`src/rtl/eda_regional_max_pkg.sv`:
```
// Shared constants for the regional-max neighbourhood: lane count, lane index type, 3x3 neighbour offsets.
// Latency: n/a (declarations only).
// Backpressure: n/a. Also supplies default CFG_* geometry macros when the build does not set them.
`ifndef CFG_WINDOW_WIDTH
`define CFG_WINDOW_WIDTH 9
`endif
`ifndef CFG_I_WIDTH
`define CFG_I_WIDTH 4
`endif
`ifndef CFG_J_WIDTH
`define CFG_J_WIDTH 4
`endif
`ifndef CFG_ADDR_WIDTH
`define CFG_ADDR_WIDTH 8
`endif

package eda_regional_max_pkg;
   // One lane per neighbour of the centre pixel (window minus the centre itself).
   localparam int N_LANES = 8;

   typedef logic [$clog2(N_LANES)-1:0] lane_idx_t;

   // Lane -> (drow, dcol): row above left to right, same row left/right, row below left to right.
   localparam int LANE_DROW [N_LANES] = '{-1, -1, -1,  0,  0,  1,  1,  1};
   localparam int LANE_DCOL [N_LANES] = '{-1,  0,  1, -1,  1, -1,  0,  1};
endpackage

```
`src/rtl/eda_fifo_bank_if.sv`:
```
// Handshake/bus bundle between a pusher/reader and the neighbour-address FIFO bank.
// Latency: n/a (wires only).
// Backpressure: reader sees per-lane empty/full; pushes into a full lane are dropped by the bank.
interface eda_fifo_bank_if #(
   parameter int WINDOW_WIDTH = `CFG_WINDOW_WIDTH,
   parameter int ADDR_WIDTH   = `CFG_ADDR_WIDTH
);
   localparam int N = WINDOW_WIDTH - 1;

   logic                  clear;
   logic [ADDR_WIDTH-1:0] center_addr;
   logic [N-1:0]          push_positions;
   logic [N-1:0]          read_en;
   logic [ADDR_WIDTH-1:0] data_out;
   logic [N-1:0]          fifo_empty;
   logic [N-1:0]          fifo_full;

   modport master (
      output clear, center_addr, push_positions, read_en,
      input  data_out, fifo_empty, fifo_full
   );

   modport slave (
      input  clear, center_addr, push_positions, read_en,
      output data_out, fifo_empty, fifo_full
   );
endinterface

```
`src/rtl/eda_addr_fifo.sv`:
```
// One address lane: first-word fall-through FIFO with registered empty/full and synchronous clear.
// Latency: head valid the cycle after the push; pop takes effect at the clock edge.
// Backpressure: push into a full lane is dropped unless the lane pops in the same cycle; pop on empty ignored.
// Optional EDA_FIFO_BANK_OVF_CHECK_EN adds a drop strobe for the bank-level overflow flag.
module eda_addr_fifo #(
   parameter int AW    = 8,
   parameter int DEPTH = 16
) (
   input  logic          clk,
   input  logic          reset,
   input  logic          clear,
   input  logic          push,
   input  logic          pop,
   input  logic [AW-1:0] din,
   output logic [AW-1:0] head,
   output logic          empty,
   output logic          full
`ifdef EDA_FIFO_BANK_OVF_CHECK_EN
   ,
   output logic          drop
`endif
);
   localparam int PW = $clog2(DEPTH);
   localparam int CW = PW + 1;

   logic [AW-1:0] mem [DEPTH];
   logic [PW-1:0] wr_ptr;
   logic [PW-1:0] rd_ptr;
   logic [CW-1:0] cnt;
   logic [CW-1:0] next_cnt;
   logic          pop_ok;
   logic          push_ok;

   // A pop on a full lane frees the slot the concurrent push needs.
   assign pop_ok   = pop & ~empty;
   assign push_ok  = push & (~full | pop_ok);
   assign next_cnt = cnt + CW'(push_ok) - CW'(pop_ok);
   assign head     = mem[rd_ptr];

`ifdef EDA_FIFO_BANK_OVF_CHECK_EN
   // Clear discards the push anyway, so it is not counted as an overflow.
   assign drop = push & full & ~pop_ok & ~clear;
`endif

   // Storage write; contents are deliberately not reset.
   always_ff @(posedge clk) begin
      if (push_ok) begin
         mem[wr_ptr] <= din;
      end
   end

   // Pointers, occupancy and registered status; clear beats push/pop.
   always_ff @(posedge clk or posedge reset) begin
      if (reset) begin
         wr_ptr <= '0;
         rd_ptr <= '0;
         cnt    <= '0;
         empty  <= 1'b1;
         full   <= 1'b0;
      end else if (clear) begin
         wr_ptr <= '0;
         rd_ptr <= '0;
         cnt    <= '0;
         empty  <= 1'b1;
         full   <= 1'b0;
      end else begin
         if (push_ok) begin
            wr_ptr <= wr_ptr + PW'(1);
         end
         if (pop_ok) begin
            rd_ptr <= rd_ptr + PW'(1);
         end
         cnt   <= next_cnt;
         empty <= (next_cnt == '0);
         full  <= (next_cnt == CW'(DEPTH));
      end
   end
endmodule

```
`src/rtl/eda_fifo_bank.sv`:
```
// Bank of N neighbour-address FIFOs: pushes centre+offset per lane, pops the lowest requested lane.
// Latency: data_out is combinational from the selected head; pushed entries visible next cycle.
// Backpressure: per-lane registered empty/full; full-lane pushes dropped (sticky ovf_err with EDA_FIFO_BANK_OVF_CHECK_EN).
module eda_fifo_bank
   import eda_regional_max_pkg::*;
#(
   parameter int WINDOW_WIDTH = `CFG_WINDOW_WIDTH,
   parameter int ADDR_WIDTH   = `CFG_ADDR_WIDTH,
   parameter int I_WIDTH      = `CFG_I_WIDTH,
   parameter int J_WIDTH      = `CFG_J_WIDTH,
   parameter int FIFO_DEPTH   = 16
) (
   input  logic            clk,
   input  logic            reset,
   eda_fifo_bank_if.slave  bus
`ifdef EDA_FIFO_BANK_OVF_CHECK_EN
   ,
   output logic            ovf_err
`endif
);
   localparam int N = WINDOW_WIDTH - 1;

   logic [I_WIDTH-1:0]    row;
   logic [J_WIDTH-1:0]    col;
   logic [ADDR_WIDTH-1:0] heads [N];
   logic [N-1:0]          lane_empty;
   logic [N-1:0]          lane_full;
   logic [N-1:0]          lane_pop;
   lane_idx_t             sel;
   logic                  sel_vld;
`ifdef EDA_FIFO_BANK_OVF_CHECK_EN
   logic [N-1:0]          lane_drop;
`endif

   assign row = bus.center_addr[ADDR_WIDTH-1:J_WIDTH];
   assign col = bus.center_addr[J_WIDTH-1:0];

   // Lowest set read_en bit wins; scanning downward leaves the lowest index last.
   always_comb begin
      sel     = '0;
      sel_vld = 1'b0;
      for (int i = N - 1; i >= 0; i--) begin
         if (bus.read_en[i]) begin
            sel     = lane_idx_t'(i);
            sel_vld = 1'b1;
         end
      end
   end

   // Only the selected lane receives a pop.
   always_comb begin
      lane_pop = '0;
      if (sel_vld) begin
         lane_pop[sel] = 1'b1;
      end
   end

   assign bus.data_out   = (sel_vld && !lane_empty[sel]) ? heads[sel] : '0;
   assign bus.fifo_empty = lane_empty;
   assign bus.fifo_full  = lane_full;

   for (genvar g = 0; g < N; g++) begin : g_lane
      // Offsets wrap modulo the field width; the pusher owns range checking.
      localparam logic [I_WIDTH-1:0] DR = I_WIDTH'(LANE_DROW[g]);
      localparam logic [J_WIDTH-1:0] DC = J_WIDTH'(LANE_DCOL[g]);

      logic [ADDR_WIDTH-1:0] din;
      assign din = {row + DR, col + DC};

      eda_addr_fifo #(
         .AW    (ADDR_WIDTH),
         .DEPTH (FIFO_DEPTH)
      ) u_lane (
         .clk   (clk),
         .reset (reset),
         .clear (bus.clear),
         .push  (bus.push_positions[g]),
         .pop   (lane_pop[g]),
         .din   (din),
         .head  (heads[g]),
         .empty (lane_empty[g]),
         .full  (lane_full[g])
`ifdef EDA_FIFO_BANK_OVF_CHECK_EN
         ,
         .drop  (lane_drop[g])
`endif
      );
   end

`ifdef EDA_FIFO_BANK_OVF_CHECK_EN
   // Sticky overflow flag: set by any dropped push, cleared only by clear or reset.
   always_ff @(posedge clk or posedge reset) begin
      if (reset) begin
         ovf_err <= 1'b0;
      end else if (bus.clear) begin
         ovf_err <= 1'b0;
      end else if (|lane_drop) begin
         ovf_err <= 1'b1;
      end
   end
`endif
endmodule

```
`src/flat_wrapper.sv`:
```
// flat-port wrapper written by rule: the top's interface ports become plain ports
module eda_fifo_bank_flat import eda_regional_max_pkg::*;
#(
   parameter int WINDOW_WIDTH = `CFG_WINDOW_WIDTH,
   parameter int ADDR_WIDTH   = `CFG_ADDR_WIDTH,
   parameter int I_WIDTH      = `CFG_I_WIDTH,
   parameter int J_WIDTH      = `CFG_J_WIDTH,
   parameter int FIFO_DEPTH   = 16
)
  (clk, reset, bus_clear, bus_center_addr, bus_push_positions, bus_read_en, bus_data_out, bus_fifo_empty, bus_fifo_full);
  eda_fifo_bank_if #(.WINDOW_WIDTH(WINDOW_WIDTH), .ADDR_WIDTH(ADDR_WIDTH)) bus_i ();
  input  logic clk;
  input  logic reset;
  input wire logic [$bits(bus_i.clear)-1:0] bus_clear;
  input wire logic [$bits(bus_i.center_addr)-1:0] bus_center_addr;
  input wire logic [$bits(bus_i.push_positions)-1:0] bus_push_positions;
  input wire logic [$bits(bus_i.read_en)-1:0] bus_read_en;
  output wire logic [$bits(bus_i.data_out)-1:0] bus_data_out;
  output wire logic [$bits(bus_i.fifo_empty)-1:0] bus_fifo_empty;
  output wire logic [$bits(bus_i.fifo_full)-1:0] bus_fifo_full;
  assign bus_i.clear = bus_clear;
  assign bus_i.center_addr = bus_center_addr;
  assign bus_i.push_positions = bus_push_positions;
  assign bus_i.read_en = bus_read_en;
  assign bus_data_out = bus_i.data_out;
  assign bus_fifo_empty = bus_i.fifo_empty;
  assign bus_fifo_full = bus_i.fifo_full;
  eda_fifo_bank #(.WINDOW_WIDTH(WINDOW_WIDTH), .ADDR_WIDTH(ADDR_WIDTH), .I_WIDTH(I_WIDTH), .J_WIDTH(J_WIDTH), .FIFO_DEPTH(FIFO_DEPTH)) u_core (.clk(clk), .reset(reset), .bus(bus_i));
endmodule
```
`config.mk`:
```
export PLATFORM = sky130hd
export DESIGN_NAME = eda_fifo_bank_flat
export DESIGN_NICKNAME = d
export VERILOG_FILES = /design/src/rtl/eda_regional_max_pkg.sv /design/src/rtl/eda_fifo_bank_if.sv /design/src/rtl/eda_addr_fifo.sv /design/src/rtl/eda_fifo_bank.sv /design/src/flat_wrapper.sv
export SDC_FILE = /design/constraint.sdc
export NUM_CORES = 1
export LEC_CHECK = 0
export BUFFER_PORTS_ARGS = -buffer_cell sky130_fd_sc_hd__buf_2
export CAP_MARGIN = 20
export CORE_UTILIZATION = 45
export DETAILED_ROUTE_END_ITERATION = 12
export GPL_ROUTABILITY_DRIVEN = 0
export PLACE_DENSITY_LB_ADDON = 0.15
export SLEW_MARGIN = 20
export SYNTH_ARGS = -nofsm -noshare
export SYNTH_HDL_FRONTEND = slang
export SYNTH_SLANG_ARGS = --single-unit
```
`constraint.sdc`:
```
create_clock -name clk -period 4.2 [get_ports clk]
set_clock_uncertainty 0.2 [all_clocks]
set_input_delay 0.21 -clock clk [delete_from_list [all_inputs] [get_ports clk]]
set_output_delay 0.21 -clock clk [all_outputs]
set_load 0.005 [all_outputs]
```
# After elaboration in Yosys (flattened, before gate mapping)
# Memories as Yosys holds them, arrays and structs flattened.
# Index checks and enable logic that the tools add are counted.
# classes
add_sub_neg	36
n_mul	0
div_mod_pow	0
order_cmp	3
n_eq_ne	8
shifts	0
n_mux	97
bitwise	41
reduce_logical	27
# op_table
op	n
2-to-1 mux 4 bit	32
adder 4 x 1 -> 4 bit (second input constant)	18
2-to-1 mux 1 bit	42
adder 5 x 1 -> 5 bit	8
== test 5 bit (second input constant)	8
logical NOT 5 bit	8
2-to-1 mux 5 bit	8
subtractor 5 x 1 -> 5 bit	8
2-to-1 mux 8 bit	4
nonzero test 2 bit	16
binary-select mux 8 bit (select 3 bit)	1
2-to-1 mux 3 bit	8
AND 1 bit	16
NOT 1 bit	16
adder 4 bit (second input constant)	2
bitwise OR 1 bit	8
greater-or-equal comparator 4 bit (second input constant)	1
less-than comparator 3 x 4 -> 1 bit (second input constant)	1
NOT 3 -> 4 bit	1
binary-select mux 1 bit (select 3 bit)	1
demux 1 bit (select 3 bit)	1
greater-or-equal comparator 3 x 1 -> 1 bit (second input constant)	1
logical AND 1 bit	2
logical NOT 1 bit	1
# totals
ff_bits	120
latchBits	0
ramBits	1024
romBits	0
elab_cells	260
memories	8
# mem_list
name	depth	word_bits	read_ports	rd_ports_with_merged_regs	write_ports	line	source
u_core.g_lane[0].u_lane.mem	16	8	1	0	1	eda_addr_fifo.sv:26	logic [AW-1:0] mem [DEPTH];
u_core.g_lane[1].u_lane.mem	16	8	1	0	1	eda_addr_fifo.sv:26	
u_core.g_lane[2].u_lane.mem	16	8	1	0	1	eda_addr_fifo.sv:26	
u_core.g_lane[3].u_lane.mem	16	8	1	0	1	eda_addr_fifo.sv:26	
u_core.g_lane[4].u_lane.mem	16	8	1	0	1	eda_addr_fifo.sv:26	
u_core.g_lane[5].u_lane.mem	16	8	1	0	1	eda_addr_fifo.sv:26	
2 more memories	--	--	--	--	--	--	

# Logic depth before layout (Yosys ltp)
# depth
word_depth	20
ltp_mapped	15
ltp_nobuf	14

# By module
# A second synthesis with hierarchy kept.
# hier_totals
cells_unflattened	2566
hier_area_um2	47817.1
# modules_own_cells
mod	instances	cells_per_inst	area_each_um2	seq_area_each_um2
eda_addr_fifo at u_core.g_lane[1].u_lane ...	6	303	5851.9	4220.3
eda_addr_fifo at u_core.g_lane[0].u_lane ...	2	303	5866.9	4220.3
eda_fifo_bank	1	142	972.2	0.0

# Worst setup path before layout
# Ideal clock, no wire load.
# synth_timing
kind	input to register
from	input bus_center_addr[0]
to	memory u_core.g_lane[0].u_lane.mem[0][2], data pin
arrival_time_ns	2.909
slack_ns	0.638
path_stages	3
path_buffers	0
cell_sequence	inv_1 ha_1 xor2_1
# synth_via
elab_chain_len	1
# synth_rtl
item	line	source
start, declared	flat_wrapper.sv:15	input wire logic [$bits(bus_i.center_addr)-1:0] bus_center_addr;
adder 4 bit	eda_fifo_bank.sv:68	assign din = {row + DR, col + DC};
via u_core.g_lane[0].din[2]	eda_fifo_bank.sv:67	logic [ADDR_WIDTH-1:0] din;
end, declared	eda_addr_fifo.sv:26	
# The timed path passes the listed nets, and every way through them passes these cells.

# Final worst setup path
# layout_timing
from	register u_core.g_lane[2].u_lane.rd_ptr[2]
to	output bus_data_out[7]
# layout_via
elab_chain_len	5
# layout_rtl
item	line	source
start, declared	eda_addr_fifo.sv:28	logic [PW-1:0] rd_ptr;
start signal, assigned	eda_addr_fifo.sv:71	rd_ptr <= rd_ptr + PW'(1);
memory (16 x 8 bit)	--	
binary-select mux 8 bit (select 3 bit)	eda_fifo_bank.sv:58	assign bus.data_out = (sel_vld && !lane_empty[sel]) ? heads[sel] : '0;
2-to-1 mux 8 bit (implied by the code) (2 in a row)	eda_fifo_bank.sv:58	
2-to-1 mux 8 bit	eda_fifo_bank.sv:58	
end, declared	flat_wrapper.sv:18	output wire logic [$bits(bus_i.data_out)-1:0] bus_data_out;
# No other way between the ends. The select of a mux whose other input is x is not followed.

==> metrics.md <==
| Metric | Value |
|---|---|
| DR pass1 iterations | `5` |
| Worst IR Drop VDD | `0.404 mV` |
| Core Util, Final | `0.517` |
| Worst reg2reg path depth | `13` |
| Share of layout cells above drive strength 1 | `0.237` |
| Worst Path Class, Setup | `reg -> out` |
| Crit path max-delay family | `simple AND/OR/NAND/NOR gates` |
| Clock root buffer | `clkbuf_16` |
| Post-Layout Cell Count | `4198` |
| Global routing usage on met1 | `0.293` |
| Min-delay worst type | `in -> reg` |
| Max_slew headroom | `0.304` |
| Post-place setup slack | `342 ps` |
| First-pass GRT wire length | `161000 um` |
| DRT iter0 DRCs | `1989` |
| Met3 usage | `0.0448` |
| Slew Viols, Final | `0` |
| I/O Pins | `51` |
| WL/cell | `25.8 um` |
| Hold endpoint | `u_core.g_lane[5].u_lane.rd_ptr[1]` |
| Register Area | `33800 sq um` |
| CP dominant cell by count | `buf_4` |
| Seq/Total Area, Yosys | `0.716` |
| Cells after synthesis | `2538` |
| Crit path depth | `10` |
| Startpoint Class | `flop` |
| DPL Wire Length | `71500 um` |
| Starting Density | `0.455` |
| DRC | `0` |
| Detail Route Antenna Nets | `0` |
| Main synth FF type | `edfxtp_1` |
| Filler cell count in the final layout | `8376` |
| Area growth syn-to-layout | `13.7%` |
| Hold Vio Cnt, Final | `0` |
| CP Cell Sequence | `buf_6 > nor2b_1 > a211oi_1 > a221oi_1 > a311oi_1 > buf_4 > or4_1 > nor4_1 > buf_4 > buf_2` |
| Critical-path top delay cell | `or4_1` |
| H-tree levels | `3` |
| Outcome | `finished, final reports clean` |
| Core Box Area | `104000 sq um` |
| Post-synthesis cell type with the largest combined area | `edfxtp_1` |
| P_leak | `17.7 nW` |
| Die Y | `326 um` |
| Nets@finish | `2838` |
| DRT Wirelength | `108000 um` |
| Clock Path Buffers | `3` |
| Final worst slack | `148 ps` |
| Pwr per Cell Area | `517 nW/um^2` |
| Die W | `326 um` |
| Die area | `106000 sq um` |
| Hold path startpoint | `bus_read_en[4]` |
| Asr flop ratio synth | `0.105` |
| Synth top area cells | `edfxtp_1 (65%), mux4_2 (12%), dfrtp_1 (5.9%)` |
| Mapped Avg Cell Area | `18.6 sq um` |
| Overflow after GRT | `0` |
| CTS Sinks | `1144` |
| Setup TNS | `0 ps` |
| Worst slew pin tran | `1040 ps` |
| Total power | `27.7 mW` |
| Crit path max fanout | `14` |
| Worst reg2reg path endpoint | `u_core.g_lane[6].u_lane.full` |
| Final critical-path share of the clock period | `0.965` |
| Post-Syn Area | `47100 sq um` |
| Post-synth EDFFs | `1024` |
| Cts bufs inserted | `119` |
| R2r setup slk | `700 ps` |
| Met2 global-route usage | `0.320` |
| Required time of the critical path | `3790 ps` |
| Max Cap Viol | `0` |
| Antenna violations before repair | `6` |
| Yosys reg bits | `1144` |
| Total GRT Usage | `0.206` |
| Vias in the first global route | `24400` |
| Commonest non-fill, non-tap cell in the layout | `edfxtp_1` |
| Hold path cells | `5` |
| Fmax | `0.247 GHz` |
| Largest net degree at the start of global routing | `97` |
| Synth top area share | `0.652` |
| Syn nets | `2657` |
| Crit end category | `primary output` |
| Worst r2r src | `u_core.g_lane[6].u_lane.empty` |
| Clk_lat worst skew | `690 ps` |
| Area occupied by multi-input gates | `12500 sq um` |
| Most frequent cells in the layout | `edfxtp_1 (1024), mux4_2 (259), nor2_1 (166)` |
| Crit path largest cell delay | `650 ps` |
| Vias/cell | `5.65` |
| Cells after DPL | `3950` |
| Final Critical Period | `4050 ps` |
| Ys Warns | `0` |
| IO Port Bufs | `50` |
| Unrepaired setup endpoints after global routing | `no` |
| Worst endpoint data arrival time | `3640 ps` |
| Cell variety after synth | `68` |
| Setup violators final | `0` |
| Vias | `23700` |
| Bufs and invs on worst path | `4` |
| FP Rows | `118` |
| CTS tree | `yes` |
| Most used routing layer in global routing | `met2` |
| Worst-path clk slew | `60 ps` |
cells in the mapped netlist, types with 31 or more instances:
cell and instances:
nor2b_1 40, clkbuf_1 55, xnor2_1 37, nand2_1 53
and2_1 70, mux2i_1 77, dfrtp_1 112, ha_1 84
xor2_1 47, inv_1 94, buf_2 31, a21oi_1 46
edfxtp_1 1024, mux4_2 259, nor2_1 166, buf_4 33
metal layers:
layer / part of all wire / up-vias
met5: 0.00018 / -
met4: 0.028 / 2
met3: 0.062 / 169
met2: 0.47 / 665
met1: 0.44 / 12500
li1: - / 10400
through the flow:
stage | cell area (sq um) | hold WS (ps)
after global routing | 53600 | 110
after detailed placement | 49600 | 149
after CTS | 53500 | 54.4
after floorplan | 47100 | 109
after global placement | 49600 | 136
final | 53600 | 124
worst min-delay path, delay by kind of cell:
family                 cells  cell delay, ps
AO/OA/AOI/OAI              2             250
buffers and inverters      2             360
AND/OR/NAND/NOR            1             130
layout make-up:
type / count / area share
Clock buffer: 162 / 0.0613
Inverter: 96 / 0.00686
Tap cell: 1380 / 0.0322
Sequential cell: 1144 / 0.630
Multi-Input combinational cell: 1161 / 0.233
Clock inverter: 56 / 0.00849
Timing Repair Buffer: 197 / 0.0284
Antenna cell: 2 / 0.0000933
flip-flops by register name, summed over array words and instances, names as in the netlist:
| name | count |
|---|---|
| u_core.g_lane.u_lane.cnt | 40 |
| u_core.g_lane.u_lane.empty | 8 |
| u_core.g_lane.u_lane.full | 8 |
| u_core.g_lane.u_lane.mem | 1024 |
| u_core.g_lane.u_lane.rd_ptr | 32 |
| u_core.g_lane.u_lane.wr_ptr | 32 |
power breakdown:
group,switching [mW],internal [mW]
sequential,0.420,13.2
combinational,2.34,1.69
clock,4.24,5.86
total,7.01,20.7
cell families (layout without fill, tap and decap cells):
logic type / count (synthesis) / count (layout) / synth area share
AO/OA/AOI/OAI: 167 / 167 / 0.0245
XOR/XNOR: 84 / 84 / 0.0156
buffers and inverters: 233 / 511 / 0.0232
AND/OR/NAND/NOR: 471 / 471 / 0.0521
adder cells (fa/ha/maj): 92 / 92 / 0.0257
other: 0 / 2 / 0
flip-flops: 1144 / 1144 / 0.716
multiplexers: 347 / 347 / 0.143
worst max-delay path by stage:
stage          slack [ps]                               from                        endpoint
3_3_place_gp          360                     bus_read_en[2]    u_core.g_lane[3].u_lane.full
4_1_cts                30  u_core.g_lane[0].u_lane.rd_ptr[0]                 bus_data_out[5]
6_report              150  u_core.g_lane[2].u_lane.rd_ptr[2]                 bus_data_out[7]
2_1_floorplan         620                              reset  u_core.g_lane[0].u_lane.cnt[0]
3_5_place_dp          340                     bus_read_en[2]    u_core.g_lane[3].u_lane.full
5_1_grt                20  u_core.g_lane[0].u_lane.rd_ptr[0]                 bus_data_out[4]
timing repair:
action / CTS / global route
hold buffers: 21 / 0
gates resized for setup: 3 / 4
hold endpoints to repair: 348 / 0
buffers inserted: 0 / 6
setup endpoints to repair: 5 / 6
pin swaps: 0 / 0
Power figures use the tool's default switching activity.
